## src/rtl/bus_master_port.sv

```systemverilog
// bus_master_port: local-side master for the shared arbitrated parallel bus.
// Takes one read/write command at a time, requests the bus, drives the
// captured address/data/direction while granted, and hands a response
// (read data or error) back to the local client.
module bus_master_port #(
  parameter int AW            = 16,
  parameter int DW            = 16,
  parameter int GRANT_TIMEOUT = 16,
  parameter int BUS_TIMEOUT   = 32
) (
  input  logic          clk,
  input  logic          rst_n,
  // local command side
  input  logic          cmd_valid_i,
  output logic          cmd_ready_o,
  input  logic          cmd_rw_i,
  input  logic [AW-1:0] cmd_addr_i,
  input  logic [DW-1:0] cmd_wdata_i,
  // local response side
  output logic          rsp_valid_o,
  input  logic          rsp_ready_i,
  output logic [DW-1:0] rsp_rdata_o,
  output logic          rsp_error_o,
  // arbiter / bus side
  output logic          barq_o,
  input  logic          bagd_i,
  output logic [AW-1:0] addr_o,
  output logic [DW-1:0] data_o,
  output logic          rw_o,
  input  logic [DW-1:0] data_i,
  input  logic          data_strobe_i,
  input  logic          error_i
);

  // One counter serves both the grant wait and the bus wait, so it is sized
  // for the longer of the two limits.
  localparam int MAX_TO = (GRANT_TIMEOUT > BUS_TIMEOUT) ? GRANT_TIMEOUT : BUS_TIMEOUT;
  localparam int CW     = $clog2(MAX_TO + 1);

  localparam logic [CW-1:0] GRANT_LAST = CW'(GRANT_TIMEOUT - 1);
  localparam logic [CW-1:0] BUS_LAST   = CW'(BUS_TIMEOUT - 1);
  localparam logic [CW-1:0] CNT_MAX    = {CW{1'b1}};

  localparam logic [1:0] IDLE = 2'd0;
  localparam logic [1:0] REQ  = 2'd1;
  localparam logic [1:0] BUS  = 2'd2;
  localparam logic [1:0] RESP = 2'd3;

  logic [1:0]    state;
  logic [1:0]    state_nxt;
  logic [CW-1:0] cnt;
  logic [CW-1:0] cnt_nxt;
  logic [CW-1:0] cnt_inc;

  logic          rw_q;
  logic [AW-1:0] addr_q;
  logic [DW-1:0] wdata_q;
  logic [DW-1:0] rdata_q;
  logic          error_q;

  logic          load_cmd;
  logic          load_rsp;
  logic          rsp_err;
  logic          take_rdata;

  // Saturating increment so a long wait can never wrap back to zero.
  assign cnt_inc = (cnt == CNT_MAX) ? cnt : cnt + CW'(1);

  // Next state, counter and response outcome; bus-side priority in BUS is
  // error_i, then grant loss, then strobe, then timeout.
  always_comb begin
    state_nxt  = state;
    cnt_nxt    = cnt;
    load_cmd   = 1'b0;
    load_rsp   = 1'b0;
    rsp_err    = 1'b0;
    take_rdata = 1'b0;
    case (state)
      IDLE: begin
        if (cmd_valid_i) begin
          load_cmd  = 1'b1;
          cnt_nxt   = '0;
          state_nxt = REQ;
        end
      end
      REQ: begin
        if (bagd_i) begin
          cnt_nxt   = '0;
          state_nxt = BUS;
        end else if (cnt == GRANT_LAST) begin
          load_rsp  = 1'b1;
          rsp_err   = 1'b1;
          state_nxt = RESP;
        end else begin
          cnt_nxt = cnt_inc;
        end
      end
      BUS: begin
        if (error_i || !bagd_i) begin
          load_rsp  = 1'b1;
          rsp_err   = 1'b1;
          state_nxt = RESP;
        end else if (data_strobe_i) begin
          load_rsp   = 1'b1;
          take_rdata = ~rw_q;
          state_nxt  = RESP;
        end else if (cnt == BUS_LAST) begin
          load_rsp  = 1'b1;
          rsp_err   = 1'b1;
          state_nxt = RESP;
        end else begin
          cnt_nxt = cnt_inc;
        end
      end
      RESP: begin
        if (rsp_ready_i) begin
          state_nxt = IDLE;
        end
      end
      default: state_nxt = IDLE;
    endcase
  end

  // State and counter registers; reset drops the request straight away.
  always_ff @(posedge clk or negedge rst_n) begin
    if (!rst_n) begin
      state <= IDLE;
      cnt   <= '0;
    end else begin
      state <= state_nxt;
      cnt   <= cnt_nxt;
    end
  end

  // Command capture on accept; the response fields are cleared here so a
  // stale result can never leak into the next transaction.
  always_ff @(posedge clk or negedge rst_n) begin
    if (!rst_n) begin
      rw_q    <= 1'b0;
      addr_q  <= '0;
      wdata_q <= '0;
      rdata_q <= '0;
      error_q <= 1'b0;
    end else if (load_cmd) begin
      rw_q    <= cmd_rw_i;
      addr_q  <= cmd_addr_i;
      wdata_q <= cmd_wdata_i;
      rdata_q <= '0;
      error_q <= 1'b0;
    end else if (load_rsp) begin
      rdata_q <= take_rdata ? data_i : '0;
      error_q <= rsp_err;
    end
  end

  // Outputs decode only from state and registers, never from bus inputs.
  assign cmd_ready_o = (state == IDLE);
  assign barq_o      = (state == REQ) || (state == BUS);
  assign addr_o      = (state == BUS) ? addr_q : '0;
  assign data_o      = ((state == BUS) && rw_q) ? wdata_q : '0;
  assign rw_o        = (state == BUS) ? rw_q : 1'b0;
  assign rsp_valid_o = (state == RESP);
  assign rsp_rdata_o = (state == RESP) ? rdata_q : '0;
  assign rsp_error_o = (state == RESP) ? error_q : 1'b0;

endmodule

```

## config.mk

```make
export PLATFORM = sky130hd
export DESIGN_NAME = bus_master_port
export DESIGN_NICKNAME = d
export VERILOG_FILES = /design/src/rtl/bus_master_port.sv
export SDC_FILE = /design/constraint.sdc
export NUM_CORES = 1
export LEC_CHECK = 0
export ABC_AREA = 1
export CAP_MARGIN = 20
export CORE_MARGIN = 10
export CORE_UTILIZATION = 25
export CTS_BUF_LIST = sky130_fd_sc_hd__clkbuf_4 sky130_fd_sc_hd__clkbuf_8
export CTS_CLUSTER_SIZE = 20
export DETAILED_ROUTE_END_ITERATION = 6
export GPL_TIMING_DRIVEN = 0
export PLACE_DENSITY = 0.56
export SLEW_MARGIN = 0
export SYNTH_ARGS = -nofsm -noshare
export SYNTH_HDL_FRONTEND = slang
export SYNTH_SLANG_ARGS = --single-unit
```

## constraint.sdc

```tcl
create_clock -name clk -period 1.8 [get_ports clk]
set_input_delay 0.27 -clock clk [delete_from_list [all_inputs] [get_ports clk]]
set_output_delay 0.27 -clock clk [all_outputs]
set_load 0.01 [all_outputs]
```

=== After elaboration in Yosys (flattened, before gate mapping) ===
Index checks and enable logic that the tools add are counted.
Widths: inputs -> output; s select.

* Flip-flop bits (word level): 58
* Output and inout bits: 53
* Logic and storage cells: 72

* Add/subtract/negate cells: 1
* Equality and inequality tests: 14
* Mux-type cells: 40
* Bitwise operators: 1
* Reductions and logical operators: 9

{| class="wikitable"
|+ Operators by type and width
! cell !! number
|-
| $mux 16 || 6
|-
| $mux 6 || 7
|-
| $pmux 6 s3 || 1
|-
| $mux 1 || 16
|-
| $mux 2 || 7
|-
| $ne 2x2->1 const B || 4
|-
| $pmux 2 s4 || 1
|-
| $add 6x1->6 const B || 1
|-
| $eq 6x4->1 const B || 1
|-
| $eq 6x5->1 const B || 1
|-
| $eq 6x6->1 const B || 1
|-
| $ne 3x3->1 const B || 2
|-
| $reduce_and 6->1 || 1
|-
| $eq 2x2->1 const B || 2
|-
| $ne 4x4->1 const B || 1
|-
| $pmux 1 s2 || 2
|-
| $reduce_and 4->1 || 1
|-
| $reduce_bool 3->1 || 1
|-
| $eq 2x1->1 const B || 1
|-
| $logic_not 2->1 || 1
|-
| $logic_or 1x1->1 || 2
|-
| $ne 2x1->1 const B || 1
|-
| $reduce_bool 2->1 || 1
|-
| $logic_and 1x1->1 || 1
|-
| other kinds (2) || 2
|}

=== Depth between registers and ports, before layout ===
Gate-level depths: netlist of run 1.

* Depth after elaboration: 7
* Depth in mapped cells: 12

=== Worst setup path before layout of run 1 ===
Ideal clock, no wire load.

* Path type: reg2out
* Start point: register state[0]
* End point: output port data_o[10]
* Arrival time: 1.519 ns
* Data required time: 1.530 ns
* Slack: 0.011 ns
* Cell stages (with the launch flop): 7
* Buffers on the path: 2
* Cells stage by stage: dfrtp_1 -> inv_1 -> ha_1 -> buf_2 -> nand2_1 -> clkbuf_1 -> nor2_1

* Word-level cells in the longest chain between the ends: 3

{| class="wikitable"
|+ Ends and longest elaborated chain
! what !! RTL line !! RTL
|-
| start, declared || 49 || <nowiki>logic [1:0] state;</nowiki>
|-
| start signal, assigned || 130 || <nowiki>state <= state_nxt;</nowiki>
|-
| $eq 2x2->1 || 160 || <nowiki>assign data_o = ((state == BUS) && rw_q) ? wdata_q : '0;</nowiki>
|-
| $logic_and 1x1->1 || 160 ||
|-
| $mux 16 || 160 ||
|-
| end, declared || 28 || <nowiki>output logic [DW-1:0] data_o,</nowiki>
|}

Every way passes these cells.

=== Final worst setup path of run 1 ===
* Start point: register state[1]
* End point: output port data_o[8]

Same word-level chain as after synthesis.

==> impl_metrics.tcl, run 1 <==
set metrics [dict create \
    synthArstFlopShare_pct 100 \
    arrival_ps 1710 \
    skew_ps 13.8 \
    grtUsageTotal_pct 11.7 \
    ys_ff_latch 58 \
    outcome "finished with violations" \
    routed_wl_mm 10.4 \
    clkTransAtPathRegs_ps 80 \
    cp-startpoint "state[1]" \
    dieArea_mm2 0.0177 \
    cts_tree "done" \
    first_pass_iters 4 \
    maxCapViolCount 0 \
    r2r-start "state[1]" \
    crit_path_frequent_cell "buf_6" \
    holdWs_ps -7.59 \
    p_per_area_mw_per_mm2 1510 \
    clockBufferDepth 2 \
    synth_top_family_by_area "simple AND/OR/NAND/NOR gates" \
    start_util_pct 25.4 \
    numCtsBuffers 9 \
    cp_slowest_stage_delay_ps 400 \
    root_buffer "clkbuf_8" \
    r2r_slack_ps -60 \
    worstPathMaxFanout 5 \
    ys_seq_area_share_pct 45.5 \
    critPathLaunchType "flip-flop" \
    p_int_mw 4.82 \
    overflow 0 \
    slew_headroom_pct 46.2 \
    yosys_warnings 0 \
    rsz0062_at_grt "yes" \
    violations "hold timing, setup timing" \
    crit_type "flip-flop to primary output" \
    num_rows 41 \
    final_hold_viol_count 6 \
    die_height_um 133 \
    dp_slack_ps -872 \
    syn_to_final_growth_pct 67.2 \
    min_period_over_period_pct 110 \
    antenna_found_initial 0 \
    synthMuxAreaShare_pct 5.64 \
    reg2regPathDepth 13 \
    ant_nets 0 \
    synth_enable_flop_cells 0 \
    comb_power_share_pct 58.0 \
    synth.top_cell.area_share_pct 45.5 \
    insertion_delay_ps 350 \
    worstMarginPinSlew_ps 807 \
    syn_nets 461 \
    grt_max_degree 34 \
    dieWidth_um 133 \
    drc 0 \
    cp.required_ps 1530 \
    ir_worst_vdd_uv 499 \
    endpoint_kind "primary output" \
    core-area_mm2 0.0126 \
    p_leak_nw 2.85 \
    synth_area_mm2 0.00319 \
    clkSinkCount 58 \
    grt_pass1_wl_mm 17.0 \
    io_buffer_count 108 \
    swShare_pct 40.3 \
    p_switching_mw 3.26 \
    reg2reg_to "rdata_q[8]" \
    fin_ws_ps -182 \
    dr.first_iter.drc_count 99 \
    finalNetCount 605 \
    synth_xor_area_share_pct 0 \
    synth_compound_area_share_pct 5.76 \
    cp_slowest_cell "dfrtp_1" \
    vias 3116 \
    synth-simple-area-share_pct 27.7 \
    maxSlewViolCount 0 \
    wire_per_inst_um 14.4 \
    synthMostInstantiatedCell "inv_1" \
    hold_path_class "input pin to async pin" \
    drive_gt1_share_pct 37.9 \
    antennaDiodeCount 0 \
    synth_largest_area_cell "dfrtp_1" \
    via_per_inst 4.32 \
    synth_cell_types 27 \
    syn_area_per_cell_um2 7.98 \
    grt_pass1_vias 3362 \
    dp_hpwl_mm 7.34 \
    place_congestion 0.756 \
    final_util_pct 42.4 \
    clockPowerShare_pct 17.2 \
    synth_cells 400 \
    ys.flop_type "dfrtp_1" \
    final.min_clock_period_ps 1980 \
    seqPwrFrac_pct 24.9 \
    synth_common_cells "inv_1, nand2_1, nor2_1" \
    synth.area.top_cells "dfrtp_1, inv_1, nand2_1" \
    cts_max_level 3 \
    synth-adder-area-share_pct 1.96 \
    setup_violations 58 \
    path_cells "buf_6, ha_4, buf_12, nand2_8, clkbuf_16, buf_6, nor2_4, buf_6" \
    pin_count 109 \
    fmax_mhz 504 \
]
==> through the flow <==
step           hold WS (ps)  power, mW  setup TNS (ps)  cell area (µm²)  instances
6_report              -7.59       8.08           -3740             5340        721
3_5_place_dp            410       5.21          -35070             4500        681
4_1_cts                28.9       7.37           -3180             4980        715
3_3_place_gp            484       5.13         -119990             4490        680
5_1_grt                44.7       8.67           -7180             5340        721
2_1_floorplan         -25.6       3.86               0             3190        400
==> kinds of logic after synthesis <==
logic type | count (synthesis)
AND/OR/NAND/NOR | 181
adder cells (fa/ha/maj) | 5
buffers and inverters | 105
AO/OA/AOI/OAI | 35
multiplexers | 16
flip-flops | 58
==> power by group through the flow <==
| stage | Clock, mW | Sequential, mW | Combinational, mW |
|---|---|---|---|
| after floorplan | 0 | 1.90 | 1.96 |
| final | 1.39 | 2.01 | 4.68 |
| after CTS | 1.41 | 1.97 | 3.99 |
| after detailed placement | 0 | 1.96 | 3.25 |
| after global placement | 0 | 1.94 | 3.20 |
| after global routing | 1.48 | 2.06 | 5.13 |
==> sequential cells by signal (all words and copies together), names as in the netlist <==
register / count
addr_q: 16
cnt: 6
error_q: 1
rdata_q: 16
rw_q: 1
state: 2
wdata_q: 16
==> per-layer routing <==
layer	track usage (%)	vias to the layer above	share of wire, %
met3	3.03	13	6.1
met2	19.6	82	50
met1	13.9	1493	42
li1	-	1528	-
met5	0	-	0
met4	4.28	0	1.7
==> cell usage in the layout, fill, tap and decap left out, drive strengths merged <==
| master | n |
|---|---|
| buf | 92 |
| inv | 87 |
| nand2 | 71 |
| nor2 | 64 |
| dfrtp | 58 |
| clkdlybuf4s50 | 54 |
| nand3 | 28 |
| a21oi | 25 |
| nand4 | 17 |
| mux2 | 16 |
| clkbuf | 13 |
| o21ai | 6 |
| ha | 5 |
| o211ai | 2 |
| bufinv | 2 |
| dlygate4sd2 | 2 |
| clkinv | 2 |
| o22ai | 1 |
| nor3 | 1 |
| a211oi | 1 |
| clkinvlp | 1 |
| clkdlybuf4s15 | 1 |
==> how the worst max path moves through the flow <==
stage | end | cells after the start
floorplan | data_o[10] | 6
global placement | addr_q[10] | 1
detailed placement | data_o[11] | 7
CTS | data_o[11] | 8
global route | data_o[8] | 8
finish | data_o[8] | 8
==> what timing repair did <==
item | 4_1_cts | 5_1_grt
hold buffers | 0 | 0
pin swaps | 1 | 2
gates cloned | 2 | 1
endpoints found under the setup margin | 87 | 103
resized for setup | 292 | 82
buffers inserted | 17 | 6
==> final cells by class <==
class                      count  area (µm²)
timing repair buffer         134        1350
buffer                        18         189
clock buffer                  10         131
inverter                      86         325
sequential                    58        1450
fill                        1266        7230
clock inverter                 6        90.1
multi-input combinational    237        1590
tap                          172         215
==> critical path, delay by kind of cell (launching register included) <==
kind | cells | cell delay, ps
fa+ha+maj | 1 | 150
buf+inv | 5 | 640
flops | 1 | 400
simple gates | 2 | 160
(Power assumes the default switching activity.)
==> run 2, diff against run 1 <==
--- a/config.mk
+++ b/config.mk
@@ -5,15 +5,15 @@
 export SDC_FILE = /design/constraint.sdc
 export NUM_CORES = 1
 export LEC_CHECK = 0
-export ABC_AREA = 1
 export CAP_MARGIN = 20
 export CORE_MARGIN = 10
 export CORE_UTILIZATION = 25
 export CTS_BUF_LIST = sky130_fd_sc_hd__clkbuf_4 sky130_fd_sc_hd__clkbuf_8
 export CTS_CLUSTER_SIZE = 20
 export DETAILED_ROUTE_END_ITERATION = 6
+export GPL_ROUTABILITY_DRIVEN = 0
 export GPL_TIMING_DRIVEN = 0
-export PLACE_DENSITY = 0.56
+export PLACE_DENSITY = 0.57
 export SLEW_MARGIN = 0
 export SYNTH_ARGS = -nofsm -noshare
 export SYNTH_HDL_FRONTEND = slang
==> impl_metrics.tcl, run 2 <==
set metrics [dict create \
    p_leak_nw 2.38 \
    synthArstFlopShare_pct 100 \
    grtUsageTotal_pct 11.7 \
    vias 2513 \
    synth-simple-area-share_pct 20.2 \
    syn_to_final_growth_pct 66.8 \
    worstPathMaxFanout 5 \
    synthMostInstantiatedCell "dfrtp_1" \
    overflow 0 \
    fin_ws_ps -183 \
    start_util_pct 25.9 \
    pin_count 109 \
    layout_commonest_cell "dfrtp_1" \
    fillCellCount 1138 \
    root_buffer "clkbuf_8" \
    synthMuxAreaShare_pct 18.5 \
    ys_ff_latch 58 \
    synth_largest_area_cell "dfrtp_1" \
    fmax_mhz 504 \
    endpoint_kind "flip-flop" \
    syn_area_per_cell_um2 11.4 \
    grt_pass1_vias 2827 \
    skew_ps 4.53 \
    crit_type "flip-flop to flip-flop" \
    io_buffer_count 108 \
    synth_compound_area_share_pct 6.23 \
    first_pass_iters 4 \
    p_total_mw 7.29 \
    syn_nets 324 \
    routed_wl_mm 9.61 \
    holdWs_ps 6.15 \
    synth_common_cells "dfrtp_1, and2_1, nand2_1" \
    grt_max_degree 59 \
    dr.first_iter.drc_count 108 \
    dp_hpwl_mm 6.61 \
    r2r_slack_ps -180 \
    synth.top_cell.area_share_pct 48.5 \
    clkSinkCount 58 \
    synth_xor_area_share_pct 0 \
    synth_area_mm2 0.00299 \
    ys.flop_type "dfrtp_1" \
    arrival_ps 2200 \
    fin_cells 557 \
    insertion_delay_ps 330 \
    yosys_warnings 0 \
    cp.required_ps 2020 \
    final.min_clock_period_ps 1980 \
    grt_pass1_wl_mm 15.6 \
    dp_cells 514 \
    die_height_um 129 \
    ir_worst_vdd_uv 702 \
    stdcell_area_mm2 0.00499 \
    dieWidth_um 129 \
    synth.area.top_cells "dfrtp_1, mux2_2, and2_1" \
    ant_nets 0 \
    dieArea_mm2 0.0167 \
    cts_max_level 3 \
    maxSlewViolCount 0 \
    rsz0062_at_grt "yes" \
    top_regs "addr_q: 16 flops, rdata_q: 16 flops, wdata_q: 16 flops" \
    num_rows 39 \
    clockBufferDepth 2 \
    synth_cells 263 \
    setup_violations 63 \
    slew_headroom_pct 48.7 \
    drc 0 \
    maxCapViolCount 0 \
    p_per_area_mw_per_mm2 1460 \
    clkTransAtPathRegs_ps 70 \
    outcome "finished with violations" \
    final_hold_viol_count 0 \
    finalNetCount 471 \
    via_per_inst 4.51 \
    violations "setup timing" \
    antennaDiodeCount 0 \
    place_area_mm2 0.00425 \
    synth_enable_flop_cells 0 \
    cts_tree "done" \
    critPathLaunchType "flip-flop" \
    layout_common_cells "dfrtp_1, clkdlybuf4s50_1, buf_6" \
    synth-adder-area-share_pct 2.09 \
    synth_cell_types 45 \
    synth_top_family_by_area "simple AND/OR/NAND/NOR gates" \
    min_period_over_period_pct 110 \
    wire_per_inst_um 17.3 \
    antenna_found_initial 0 \
    numCtsBuffers 9 \
    drive_gt1_share_pct 49.8 \
    ys_seq_area_share_pct 48.5 \
    hold_path_class "input pin to async pin" \
    core-area_mm2 0.0116 \
    worstMarginPinSlew_ps 770 \
]
[run 2: final timing paths]
check / from / endpoint / cells past startpoint
worst max-delay path: state[1] / state[1] / 7
max in group asynchronous: rst_n / state[1] / 1
worst max register to register: state[1] / state[1] / 7
worst min register to register: wdata_q[13] / wdata_q[13] / 1
min in group clk: data_i[14] / rdata_q[14] / 3
worst min-delay path: rst_n / addr_q[2] / 1
[run 2: layer usage]
metal	track usage, %	part of all wire [%]
met3	5.26	9.0
met1	13.1	41
met5	0	0
met4	3.37	1.1
met2	19.7	49
[run 2: kinds of logic (layout without fill, tap and decap cells)]
family,Yosys count,after routing
AOI/OAI and AO/OA,22,22
buffers and inverters,20,171
and+or+nand+nor,107,107
muxes,51,51
adders and majority gates,5,5
DFF,58,58
[run 2: layout make-up]
type	instances	area, µm²	area share, %
clock inverters	3	40.0	0.802
multi-input cells	185	1630	32.7
repair buffers	139	1350	27.0
well taps	143	179	3.58
inverters	3	13.8	0.276
clock buffers	12	153	3.06
plain buffers	14	173	3.46
flip-flops and latches	58	1450	29.1
[run 2: timing repair]
item | 4_1_cts | 5_1_grt
endpoints found under the setup margin | 111 | 92
gates cloned | 4 | 0
setup buffers | 21 | 10
pin swaps | 11 | 6
resized for setup | 280 | 63
hold buffers | 0 | 0
[run 2: critical path, cell delays in order (launching register included)]
cell and delay (ps):
dfrtp_2 480, ha_4 210, buf_8 140, buf_6 120
nand3b_1 90, a311oi_2 60, or4_4 450, mux2_4 310
[run 2: per-stage QoR]
step	setup WS (ps)	TNS (ps)	utilization, %
finish	-183	-3150	43.2
global placement	-1590	-124600	36.8
floorplan	-48.5	-51.5	-
global route	-228	-8580	43.2
detailed placement	-574	-32830	36.8
CTS	-163	-3140	41.5
[run 2: power breakdown]
group          leakage [nW]  total (mW)  internal [mW]  switching (mW)
sequential            0.731        2.04           1.75           0.291
combinational          1.54        4.02           2.45            1.57
clock                 0.103        1.22          0.697           0.525
